**src/rtl/line_window_pkg.sv**
```systemverilog
// line_window_pkg: shared types and the read-line rotation helper for line_window_ctrl
package line_window_pkg;
  localparam int DW = 48;
  typedef logic [DW-1:0] pixel_t;
  typedef enum logic {FILL, STREAM} state_t;
  function automatic int rot_idx(input int ptr, input int k, input int n);
    return (ptr + 1 + k) % n;
  endfunction
endpackage

```
**src/rtl/col_skid_buf.sv**
```systemverilog
// col_skid_buf: 2-entry valid/ready FIFO for assembled columns, exposing its occupancy
module col_skid_buf #(
  parameter int W = 8
) (
  input  logic         clk,
  input  logic         rst,
  input  logic         push,
  input  logic [W-1:0] din,
  input  logic         ready,
  output logic         valid,
  output logic [W-1:0] dout,
  output logic [1:0]   occ
);
  logic [1:0][W-1:0] mem;
  logic wp, rp, pop;
  logic [1:0] cnt;
  always_comb begin
    valid = cnt != 2'd0;
    pop = valid && ready;
    dout = mem[rp];
    occ = cnt;
  end
  always_ff @(posedge clk or posedge rst)
    if (rst) begin
      mem <= '0;
      wp <= 1'b0;
      rp <= 1'b0;
      cnt <= 2'd0;
    end else begin
      if (push) begin
        mem[wp] <= din;
        wp <= ~wp;
      end
      if (pop) rp <= ~rp;
      cnt <= cnt + 2'(push) - 2'(pop);
    end
endmodule

```
**src/rtl/line_window_ctrl.sv**
```systemverilog
// line_window_ctrl: raster pixels to NLINES-tall columns over an sramLine bank; LINE_WINDOW_BORDER_REPLICATE_EN also emits top-border columns
module line_window_ctrl
  import line_window_pkg::state_t, line_window_pkg::FILL, line_window_pkg::STREAM, line_window_pkg::rot_idx;
#(
  parameter int WIDTH  = 1920,
  parameter int HEIGHT = 1080,
  parameter int NLINES = 3,
  parameter int DW     = line_window_pkg::DW,
  parameter int AW     = $clog2(WIDTH),
  parameter int HW     = $clog2(HEIGHT)
) (
  input  logic                        clk,
  input  logic                        rst,
  input  logic                        in_valid,
  output logic                        in_ready,
  input  logic                        in_sof,
  input  logic [DW-1:0]               in_data,
  output logic [NLINES-1:0]           sram_wen,
  output logic [NLINES-1:0]           sram_ren,
  output logic [AW-1:0]               sram_addr,
  output logic [DW-1:0]               sram_d,
  input  logic [NLINES-1:0][DW-1:0]   sram_q,
  output logic                        col_valid,
  input  logic                        col_ready,
  output logic [NLINES-1:0][DW-1:0]   col_data,
  output logic [AW-1:0]               col_x,
  output logic [HW-1:0]               col_y,
  output logic                        frame_done
);
  localparam int PW = $clog2(NLINES);
  localparam int CW = NLINES * DW + AW + HW;
  logic [AW-1:0] x, ex, s1_x;
  logic [HW-1:0] y, ey, s1_y;
  logic [PW-1:0] wr_ptr, ep, s1_ptr;
  state_t state, est;
  logic s1_valid, acc, pop, last_x, last, s1_go, rd_en;
  logic [DW-1:0] s1_pix;
  logic [NLINES-1:0][DW-1:0] col_in;
  logic [NLINES-1:0] line_sel;
  logic [1:0] occ;
  // An accepted start-of-frame pixel is placed at (0,0) of a fresh frame.
  always_comb begin
    pop = col_valid && col_ready;
    in_ready = !rst && (3'(s1_valid) + 3'(occ) - 3'(pop) < 3'd2);
    acc = in_valid && in_ready;
    ex = in_sof ? '0 : x;
    ey = in_sof ? '0 : y;
    ep = in_sof ? '0 : wr_ptr;
    est = in_sof ? FILL : state;
    last_x = ex == AW'(WIDTH - 1);
    last = last_x && ey == HW'(HEIGHT - 1);
`ifdef LINE_WINDOW_BORDER_REPLICATE_EN
    s1_go = acc;
    rd_en = acc && (est == STREAM || ey != '0);
`else
    s1_go = acc && est == STREAM;
    rd_en = s1_go;
`endif
    line_sel = NLINES'(1) << ep;
    sram_wen = acc ? line_sel : '0;
    sram_ren = rd_en ? ~line_sel : '0;
    sram_addr = acc ? ex : '0;
    sram_d = acc ? in_data : '0;
    frame_done = acc && last;
  end
  always_ff @(posedge clk or posedge rst)
    if (rst) begin
      x <= '0;
      y <= '0;
      wr_ptr <= '0;
      state <= FILL;
      s1_valid <= 1'b0;
      s1_pix <= '0;
      s1_x <= '0;
      s1_y <= '0;
      s1_ptr <= '0;
    end else begin
      s1_valid <= s1_go;
      if (acc) begin
        x <= last_x ? '0 : ex + AW'(1);
        y <= last ? '0 : last_x ? ey + HW'(1) : ey;
        wr_ptr <= last ? '0 : !last_x ? ep : ep == PW'(NLINES - 1) ? '0 : ep + PW'(1);
        state <= last ? FILL : (last_x && ey == HW'(NLINES - 2)) ? STREAM : est;
      end
      if (s1_go) begin
        s1_pix <= in_data;
        s1_x <= ex;
        s1_y <= ey;
        s1_ptr <= ep;
      end
    end
  // Older rows come from the lines after the write line, oldest first.
  always_comb begin
    col_in = '0;
    for (int k = 0; k < NLINES - 1; k++)
      col_in[k] = sram_q[PW'(rot_idx(int'(s1_ptr), k, NLINES))];
    col_in[NLINES-1] = s1_pix;
`ifdef LINE_WINDOW_BORDER_REPLICATE_EN
    for (int k = 0; k < NLINES - 1; k++)
      if (int'(s1_y) + k < NLINES - 1) col_in[k] = s1_y == '0 ? s1_pix : sram_q[0];
`endif
  end
  col_skid_buf #(.W(CW)) u_buf (
    .clk   (clk),
    .rst   (rst),
    .push  (s1_valid),
    .din   ({col_in, s1_x, s1_y}),
    .ready (col_ready),
    .valid (col_valid),
    .dout  ({col_data, col_x, col_y}),
    .occ   (occ)
  );
endmodule
```
**config.mk**
```make
export PLATFORM = sky130hd
export DESIGN_NAME = line_window_ctrl
export DESIGN_NICKNAME = d
export VERILOG_FILES = /design/src/rtl/line_window_pkg.sv /design/src/rtl/col_skid_buf.sv /design/src/rtl/line_window_ctrl.sv
export SDC_FILE = /design/constraint.sdc
export NUM_CORES = 1
export LEC_CHECK = 0
export ABC_CLOCK_PERIOD_IN_PS = 14730
export BUFFER_PORTS_ARGS = -buffer_cell sky130_fd_sc_hd__buf_2
export CAP_MARGIN = 20
export CORE_ASPECT_RATIO = 1.5
export CORE_MARGIN = 2
export CORE_UTILIZATION = 35
export DETAILED_ROUTE_END_ITERATION = 8
export PLACE_DENSITY = 0.59
export REMOVE_ABC_BUFFERS = 1
export SLEW_MARGIN = 20
export SYNTH_ARGS = -nofsm -noshare
export SYNTH_HDL_FRONTEND = slang
export SYNTH_SLANG_ARGS = --single-unit
```
**constraint.sdc**
```tcl
create_clock -name clk -period 14.73 [get_ports clk]
set_clock_uncertainty 0.15 [all_clocks]
set_input_delay 2.2095 -clock clk [delete_from_list [all_inputs] [get_ports clk]]
set_output_delay 2.2095 -clock clk [all_outputs]
set_load 0.02 [all_outputs]
```
* Word level (Yosys, flattened, before mapping)
Index checks and enable logic that the tools add are counted.
Operators by class: multiplexer cells 27, shift operators 1, add/subtract/negate cells 9, reduce and logical (&&, ||, !) cells 10, equal/unequal tests 4, bitwise operators 3, order comparisons 6, divide/modulo/power cells 2
Operators by type and width (count):
- 166-bit 2-to-1 mux | 3
- 332-bit bitwise mux | 1
- 48-bit 2-to-1 mux | 5
- 48-bit binary-select mux with 2-bit select | 2
- 166-bit demux with 1-bit select | 1
- 11-bit 2-to-1 mux | 6
- 32-bit by 3-bit remainder unit with 32-bit output (second input constant) | 2
- 11-bit by 1-bit adder with 11-bit output (second input constant) | 2
- 11-bit equality test (second input constant) | 2
- 11-bit by 1-bit equality test with 1-bit output (second input constant) | 1
- 1-bit logical AND | 8
- 2-bit by 4-bit < comparator with 1-bit output (second input constant) | 2
- 2-bit 2-to-1 mux | 4
- 3-bit 2-to-1 mux | 2
- 3-bit by 1-bit adder with 4-bit output (second input constant) | 1
- 1-bit by 2-bit < comparator with 1-bit output (second input constant) | 2
- 1-bit by 2-bit adder with 3-bit output | 1
- 2-bit by 1-bit adder with 3-bit output (second input constant) | 1
- 3-bit by 2-bit < comparator with 1-bit output (second input constant) | 1
- 1-bit 2-to-1 mux | 3
- 3-bit NOT | 1
- 1-bit by 2-bit << shifter with 3-bit output (first input constant) | 1
- 3-bit by 1-bit subtractor with 3-bit output | 1
- 2-bit by 1-bit adder with 2-bit output | 1
- 7 further kinds | 8
Storage, ports and cells: logic and storage cells 76, register bits 434, output and inout bits 234

* Logic depth before layout (Yosys ltp)
Gate-level depths: netlist (run 1).
depth in word-level cells 8, depth in mapped cells 14

* Hierarchy
From an unflattened synthesis (run 1), not the netlist that was laid out.
Second synthesis, totals: cell total of the unflattened synthesis 1656, area total of the unflattened synthesis 21483.1 µm²
Modules (own cells, without submodules):
- col_skid_buf | instances 1, cells each 903, sequential area each 8408.1 µm², area each 14569.0 µm²
- line_window_ctrl | instances 1, cells each 753, sequential area each 2452.4 µm², area each 6914.1 µm²

* Worst setup path after synthesis (run 1)
No wires, ideal clock.
kind input-to-output, start in col_ready, end out sram_wen[1], cell stages on the path 9, buffers on the path 2, setup slack 7.532 ns, arrival time 4.838 ns, required time 12.370 ns, cells stage by stage and2_1 ha_1 inv_1 ha_1 fa_1 or4b_4 clkbuf_1 clkbuf_1 nor3_1
Between the ends: cells in the longest elaborated chain, start to end 6
Ends and longest elaborated chain:
- from (decl) | RTL line line_window_ctrl.sv:24 | input logic col_ready,
- 1-bit logical AND | RTL line line_window_ctrl.sv:43 | pop = col_valid && col_ready;
- 3-bit by 1-bit subtractor with 3-bit output | RTL line line_window_ctrl.sv:44 | in_ready = !rst && (3'(s1_valid) + 3'(occ) - 3'(pop) < 3'd2);
- 3-bit by 2-bit < comparator with 1-bit output | RTL line line_window_ctrl.sv:44
- 1-bit logical AND | RTL line line_window_ctrl.sv:44
- 1-bit logical AND | RTL line line_window_ctrl.sv:45 | acc = in_valid && in_ready;
- 3-bit 2-to-1 mux | RTL line line_window_ctrl.sv:60 | sram_wen = acc ? line_sel : '0;
- to (decl) | RTL line line_window_ctrl.sv:18 | output logic [NLINES-1:0] sram_wen,
Every way passes these cells.

* Final worst setup path (run 1)
start in col_ready, end out sram_ren[2]
Between the ends: cells in the longest elaborated chain, start to end 7
Ends and longest elaborated chain:
- 1-bit logical AND | RTL line line_window_ctrl.sv:43
- named net pop | RTL line line_window_ctrl.sv:36 | logic s1_valid, acc, pop, last_x, last, s1_go, rd_en;
- 3-bit by 1-bit subtractor with 3-bit output | RTL line line_window_ctrl.sv:44
- 3-bit by 2-bit < comparator with 1-bit output | RTL line line_window_ctrl.sv:44
- 1-bit logical AND | RTL line line_window_ctrl.sv:44
- 1-bit logical AND | RTL line line_window_ctrl.sv:45
- 1-bit logical AND | RTL line line_window_ctrl.sv:56 | s1_go = acc && est == STREAM;
- 3-bit 2-to-1 mux | RTL line line_window_ctrl.sv:61 | sram_ren = rd_en ? ~line_sel : '0;
- to (decl) | RTL line line_window_ctrl.sv:19 | output logic [NLINES-1:0] sram_ren,
The timed path passes the listed nets, and every way through them passes these cells.

==> qor.txt, run 1 <==
Synth cell count leaders: 434 x dfrtp_1, 379 x mux2_2, 218 x nand2_1
RSZ-0062 raised after global routing: false
Outcome: finished, final reports clean
Smallest hold slack: 323 ps
Most instantiated library cell after synthesis: dfrtp_1
Total gr overflow: 0
CTS Sinks: 434
Root buf cell: clkbuf_16
Synth area leaders: dfrtp_1 52%, mux2_2 21%, o21ai_0 5.1%
Pins Over Slew Limit: 0
Slew HR: 29.1%
Clock buffer depth: 3
Final Hold Violating Endpoints: 0
Core Area: 58600 um^2
Hold Path Depth: 2
Sw frac: 26.8%
Full die area: 61100 um^2
Worst vdd ir: 0.000150 V
Final setup vio count: 0
Yosys top cell area share: 52.5%
Clk_lat worst skew: 570 ps
Setup bufs post-CTS: 0
Seq/Total Area, Yosys: 52.5%
Number of I/O port buffers: 430
Drt total wl: 53300 um
Hold Path Sink: u_buf.mem[33]$_DFFE_PP0P_
1st-pass router iterations: 5
Syn. warnings: 0
H-tree depth: 2
Fin crit period: 7450 ps
Reg-to-Reg End: s1_pix[6]$_DFFE_PP0P_
Largest net degree at the start of global routing: 113
Wirelength per Cell: 17.6 um
FP Rows: 109
Flop2flop setup slack: 10300 ps
Ant diodes: 0
Hold path start: u_buf.mem[33]$_DFFE_PP0P_
Switch Pwr: 725 uW
Vias in the first global route: 15419
Area Growth Syn to Fin: 19.9%
Pwr dens: 109 nW/um^2
Async set or reset register ratio after synthesis: 100%
EDFF count, synth: 0
Chip width: 203 um
R2R depth: 13
Post-synth top area cell: dfrtp_1
Post-DRT Antenna Nets: 0
Power Internal: 1980 uW
Max incr delay on CP: 720 ps
Max-Cap Viols: 0
Count of cell types in the netlist: 46
Post-CTS Hold Buffers: 0
DRT iter0 DRCs: 686
Crit-path max FO: 32
Starting Density: 35.3%
Reg-to-reg startpoint: u_buf.occ[1]$_DFF_PP0_
First-pass GRT wire length: 84100 um
Hold WC Path Type: reg2reg
Crit-path cells: buf_2, and2_1, ha_1, inv_1, ha_1, fa_1, xnor2_1, or4b_4, nor2_4, nand2_4, a21oi_1, buf_2
# DRC: 0
Boundary Pins: 431
Yosys reg bits: 434
Power share of the combinational group: 13.0%
Crit-path slowest cell: or4b_4
Synthesized area per cell: 11.1 um^2
Leak: 0.0124 uW
Share of post-route cells with drive strength above 1: 40.3%
Kind of end point of the critical path: output port
Setup_tns: 0 ps
Die height: 302 um
Num CTS Buffers: 43
Crit path arrival time: 5090 ps
Gpl congestion: 0.796
CTS tree: yes
Crit Path Class: in2out
Post-Syn Instances: 1858
Post-layout net count: 2420
Clock network fraction of total power: 40.6%
Max frequency: 134 MHz
Dpl hpwl: 36000 um
Tcrit/Tclk final: 50.6%
Cts repair resizes: 0
Antenna violations before repair: 1
Clock slew at reported path FFs: 60 ps
Global Route Usage Sum: 17.0%
Slew @ Worst Pin: 1060 ps
Flop pwr share: 46.3%
Worst path required time: 12370 ps
Via count: 15085
Via/cell ratio: 4.99
Setup crit start kind: primary input
Top_reg_cell synth: dfrtp_1
Synth Cell Area: 20700 um^2
## sequential cells by signal, summed over array words and instances (netlist names), 11 cells and up
| name | count |
|---|---|
| u_buf.mem | 332 |
| y | 11 |
| s1_pix | 48 |
| x | 11 |
| s1_x | 11 |
| s1_y | 11 |
## cells in the final DEF (no fill, tap or decap), types with 3 or more instances in the layout
cell type  Yosys  layout
clkinv_2       0       4
mux2i_1       96      96
o211ai_1       3       3
mux2_2       379     379
nand3_1        8       8
nor2_1       112     112
nand2_1      218     217
o31ai_1        8       8
or4_1          3       3
ha_1           7       5
o21ai_0      211     211
nand2b_1       6       5
clkbuf_8       0       5
buf_4          0      19
inv_1         14      12
clkbuf_16      0      43
a21oi_1       58      58
clkbuf_1     110      13
a31oi_1       51      51
bufinv_16      0       4
buf_2          9     430
and2_1        58      58
nor3_1        13      13
clkinv_4       1       3
a22o_1         3       3
nor2b_1        7       6
nand4_1        4       4
dfrtp_1      434     433
## worst max-delay path by stage
stage	start	end	slack (ps)	depth (start not counted)
finish	col_ready	sram_ren[2]	7280	12
global route	col_ready	frame_done	7090	12
CTS	col_ready	sram_ren[2]	7250	12
detailed placement	col_ready	sram_ren[2]	7260	12
global placement	col_ready	sram_ren[2]	7310	11
floorplan	rst	s1_pix[0]$_DFFE_PP0P_	280	1
## layout make-up
type	instances	area [um^2]
multi-input combinational	1272	9230
fill	5650	33800
clock inverter	13	198
timing repair buffer	449	2290
tap	777	972
sequential	434	10900
inverter	15	68.8
clock buffer	61	1190
## per-stage QoR
step,instances,cell area (um^2),worst slack (ps),util (%),power (uW)
after detailed placement,2947,23400,7260,40.0,1640
after global placement,2947,23400,7310,40.0,1630
after CTS,3021,24800,7250,42.3,2760
final,3021,24800,7280,42.3,2710
after floorplan,1721,20100,282,-,1510
after global routing,3021,24800,7090,42.3,2830
## per-layer routing
metal | GRT usage, % | routed length [um]
met5 | 0 | 0
met1 | 21.0 | 21900
met4 | 6.62 | 1850
met2 | 29.5 | 26700
met3 | 3.29 | 2910
## worst max-delay path: cells and delay by family
family                   cells  cell delay, ps
adder cells (fa/ha/maj)      3             860
AND/OR/NAND/NOR              4            1360
AO/OA/AOI/OAI                1             120
XOR/XNOR                     1             210
buffers and inverters        3             310
## logic make-up after synthesis
| kind of cell | after synthesis | share of synthesized area (%) |
|---|---|---|
| adder cells (fa/ha/maj) | 8 | 0.520 |
| flip-flops | 434 | 52.5 |
| AND/OR/NAND/NOR | 447 | 9.62 |
| multiplexers | 475 | 25.3 |
| buffers and inverters | 152 | 3.22 |
| AO/OA/AOI/OAI | 339 | 8.78 |
| XOR/XNOR | 3 | 0.127 |
## power groups by stage
stage | clock (uW) | combinational (uW) | sequential [uW]
after floorplan | 0 | 218 | 1290
after global placement | 0 | 352 | 1280
after detailed placement | 0 | 358 | 1280
after CTS | 1140 | 360 | 1260
after global routing | 1190 | 382 | 1260
final | 1100 | 353 | 1250
(Power assumes the default switching activity.)
==> run 2: changes to the inputs <==
- ABC_CLOCK_PERIOD_IN_PS: 14730 -> 7000
- PLACE_DENSITY: 0.59 -> 0.57
- clock period: 14.73 -> 7 ns (I/O delays scaled with it)
==> run 2 against run 1 <==
Effect of this change:
- critical path depth unchanged
- first-iteration DRC count increased by 5.4%
- total power increased by 120%
- worst setup slack got worse by 5300 ps
- non-clock buffer count decreased by 2
- final cell count increased by 0.23%
- count of clock-buffer cells in the layout increased by 7
- core utilization increased by 0.26 points
- wire length increased by 4.2%
==> qor.txt, run 2 (synthesis gave the netlist of run 1 again) <==
Outcome: finished, final reports clean (unchanged)
FP Rows: 109 (unchanged)
Drt total wl: 55500 um (was 53300 um)
Crit-path max FO: 32 (unchanged)
Crit Path Class: reg2out (was in2out)
Smallest hold slack: 324 ps (was 323 ps)
Worst vdd ir: 0.000193 V (was 0.000150 V)
Commonest non-fill, non-tap cell in the layout: dfrtp_1 (unchanged)
Clk_lat worst skew: 580 ps (was 570 ps)
H-tree depth: 2 (unchanged)
Leak: 0.0125 uW (was 0.0124 uW)
RSZ-0062 raised after global routing: false (unchanged)
Slew HR: 26.5% (was 29.1%)
Total gr overflow: 0 (unchanged)
Ant diodes: 0 (unchanged)
Max frequency: 198 MHz
Setup crit start kind: register (was primary input)
Core Area: 58600 um^2 (unchanged)
Via count: 15263 (was 15085)
Flop2flop setup slack: 2670 ps (was 10300 ps)
Reg-to-reg startpoint: u_buf.occ[1]$_DFF_PP0_ (unchanged)
Die height: 302 um (unchanged)
Clock buffer depth: 3 (unchanged)
CP delay by family, top: simple AND/OR/NAND/NOR gates (unchanged)
Chip width: 203 um (unchanged)
Hold path start: u_buf.mem[219]$_DFFE_PP0P_ (was u_buf.mem[33]$_DFFE_PP0P_)
Pins Over Slew Limit: 0 (unchanged)
Crit path arrival time: 3860 ps (was 5090 ps)
Vias in the first global route: 15616 (was 15419)
Boundary Pins: 431 (unchanged)
Post-Route Utilization: 42.6% (was 42.3%)
Share of post-route cells with drive strength above 1: 40.4% (was 40.3%)
Dpl hpwl: 37000 um (was 36000 um)
Root buf cell: clkbuf_16 (unchanged)
First-pass GRT wire length: 86600 um (was 84100 um)
Via/cell ratio: 5.04 (was 4.99)
Post-layout net count: 2420 (unchanged)
DRT iter0 DRCs: 723 (was 686)
Hold Path Sink: u_buf.mem[219]$_DFFE_PP0P_ (was u_buf.mem[33]$_DFFE_PP0P_)
Area Growth Syn to Fin: 20.7% (was 19.9%)
Setup bufs post-CTS: 0 (unchanged)
# DRC: 0 (unchanged)
Cts repair resizes: 0 (unchanged)
Layout Cells excl Fill: 3028 (was 3021)
Post-CTS Hold Buffers: 0 (unchanged)
Hold WC Path Type: reg2reg (unchanged)
Gpl congestion: 0.839 (was 0.796)
Largest net degree at the start of global routing: 211 (was 113)
Worst path required time: 5800 ps (was 12370 ps)
Wirelength per Cell: 18.3 um (was 17.6 um)
Crit-path slowest cell: or4b_4 (unchanged)
Num CTS Buffers: 45 (was 43)
Post-DRT Antenna Nets: 0 (unchanged)
Antenna violations before repair: 4 (was 1)
Final Hold Violating Endpoints: 0 (unchanged)
Biggest regs: u_buf.mem: 332 flops, s1_pix: 48 flops (unchanged)
Fin crit period: 5060 ps
CTS tree: yes (unchanged)
Clock slew at reported path FFs: 60 ps (about the same)
Max incr delay on CP: 770 ps (was 720 ps)
Number of flip-flops in the largest register: 332 (unchanged)
Inst Count DP: 2944 (was 2947)
Pwr dens: 234 nW/um^2 (was 109 nW/um^2)
CTS Sinks: 434 (unchanged)
1st-pass router iterations: 5 (unchanged)
Hold Path Depth: 2 (unchanged)
Starting Density: 35.3% (unchanged)
Full die area: 61100 um^2 (unchanged)
Reg-to-Reg End: s1_pix[27]$_DFFE_PP0P_ (was s1_pix[6]$_DFFE_PP0P_)
CP bufs+invs: 3 (unchanged)
Power, Total: 5840 uW (was 2710 uW)
R2R depth: 12 (was 13)
Most frequent cells in the layout: 433 x dfrtp_1, 430 x buf_2, 379 x mux2_2, 217 x nand2_1, 211 x o21ai_0 (unchanged)
Max-Cap Viols: 0 (unchanged)
Tcrit/Tclk final: 72.3%
Final setup vio count: 0 (unchanged)
Slew @ Worst Pin: 1100 ps (was 1060 ps)
Number of I/O port buffers: 430 (unchanged)
Crit-path cells: inv_1, nand2_1, and2_1, ha_1, inv_1, ha_1, fa_1, or4b_4, nor2_4, nand2_4, a21oi_1, buf_2 (was buf_2, and2_1, ha_1, inv_1, ha_1, fa_1, xnor2_1, or4b_4, nor2_4, nand2_4, a21oi_1, buf_2)
Kind of end point of the critical path: output port (unchanged)
Largest register by flop count: u_buf.mem (unchanged)
Global Route Usage Sum: 17.8% (was 17.0%)
[run 2: cell count changes in the layout (fill, tap and decap cells not counted), sizes merged]
cell,delta
buf,-2
clkbuf,+7
clkinv,+1
clkinvlp,-1
inv,+2
[run 2: worst max-delay path by stage]
| stage | from | to | slack (ps) | cells past startpoint |
|---|---|---|---|---|
| 6_report | u_buf.occ[1]$_DFF_PP0_ | sram_ren[2] | 1940 | 12 |
| 5_1_grt | u_buf.occ[1]$_DFF_PP0_ | sram_ren[2] | 1620 | 12 |
| 4_1_cts | u_buf.occ[1]$_DFF_PP0_ | sram_ren[2] | 1850 | 12 |
| 3_5_place_dp | col_ready | sram_ren[2] | 1900 | 11 |
| 3_3_place_gp | col_ready | sram_addr[8] | 1960 | 10 |
| 2_1_floorplan | rst | s1_pix[0]$_DFFE_PP0P_ | -6290 | 1 |
[run 2: metal layers]
| metal | routed length [um] | global-route usage (%) | vias to the layer above |
|---|---|---|---|
| li1 | - | - | 7205 |
| met1 | 22700 | 21.3 | 7536 |
| met2 | 28100 | 31.5 | 411 |
| met3 | 2880 | 3.57 | 105 |
| met4 | 1820 | 6.57 | 6 |
| met5 | 28 | 0 | - |
[run 2: power breakdown]
group / switching, uW / internal [uW]
Sequential: 88.2 / 2530
Combinational: 465 / 312
Clock: 1020 / 1420
[run 2: per-stage QoR]
step           area, um^2  worst slack [ps]  setup TNS [ps]
3_3_place_gp        23500              1960               0
6_report            25000              1940               0
4_1_cts             25000              1850               0
5_1_grt             25000              1620               0
3_5_place_dp        23500              1900               0
2_1_floorplan       20100             -6290        -2729160
[run 2: cell type report]
cell class | instances | area (um^2)
Fill cell | 5706 | 33700
Sequential cell | 434 | 10900
Multi-Input combinational cell | 1272 | 9230
Timing Repair Buffer | 447 | 2350
Clock buffer | 68 | 1280
Tap cell | 777 | 972
Clock inverter | 15 | 209
Inverter | 15 | 68.8
[run 2: tightest hold or removal path, stage by stage, from the launching register on]
cell and delay (ps):
dfrtp_1 340, nand2_1 50, o21ai_0 60
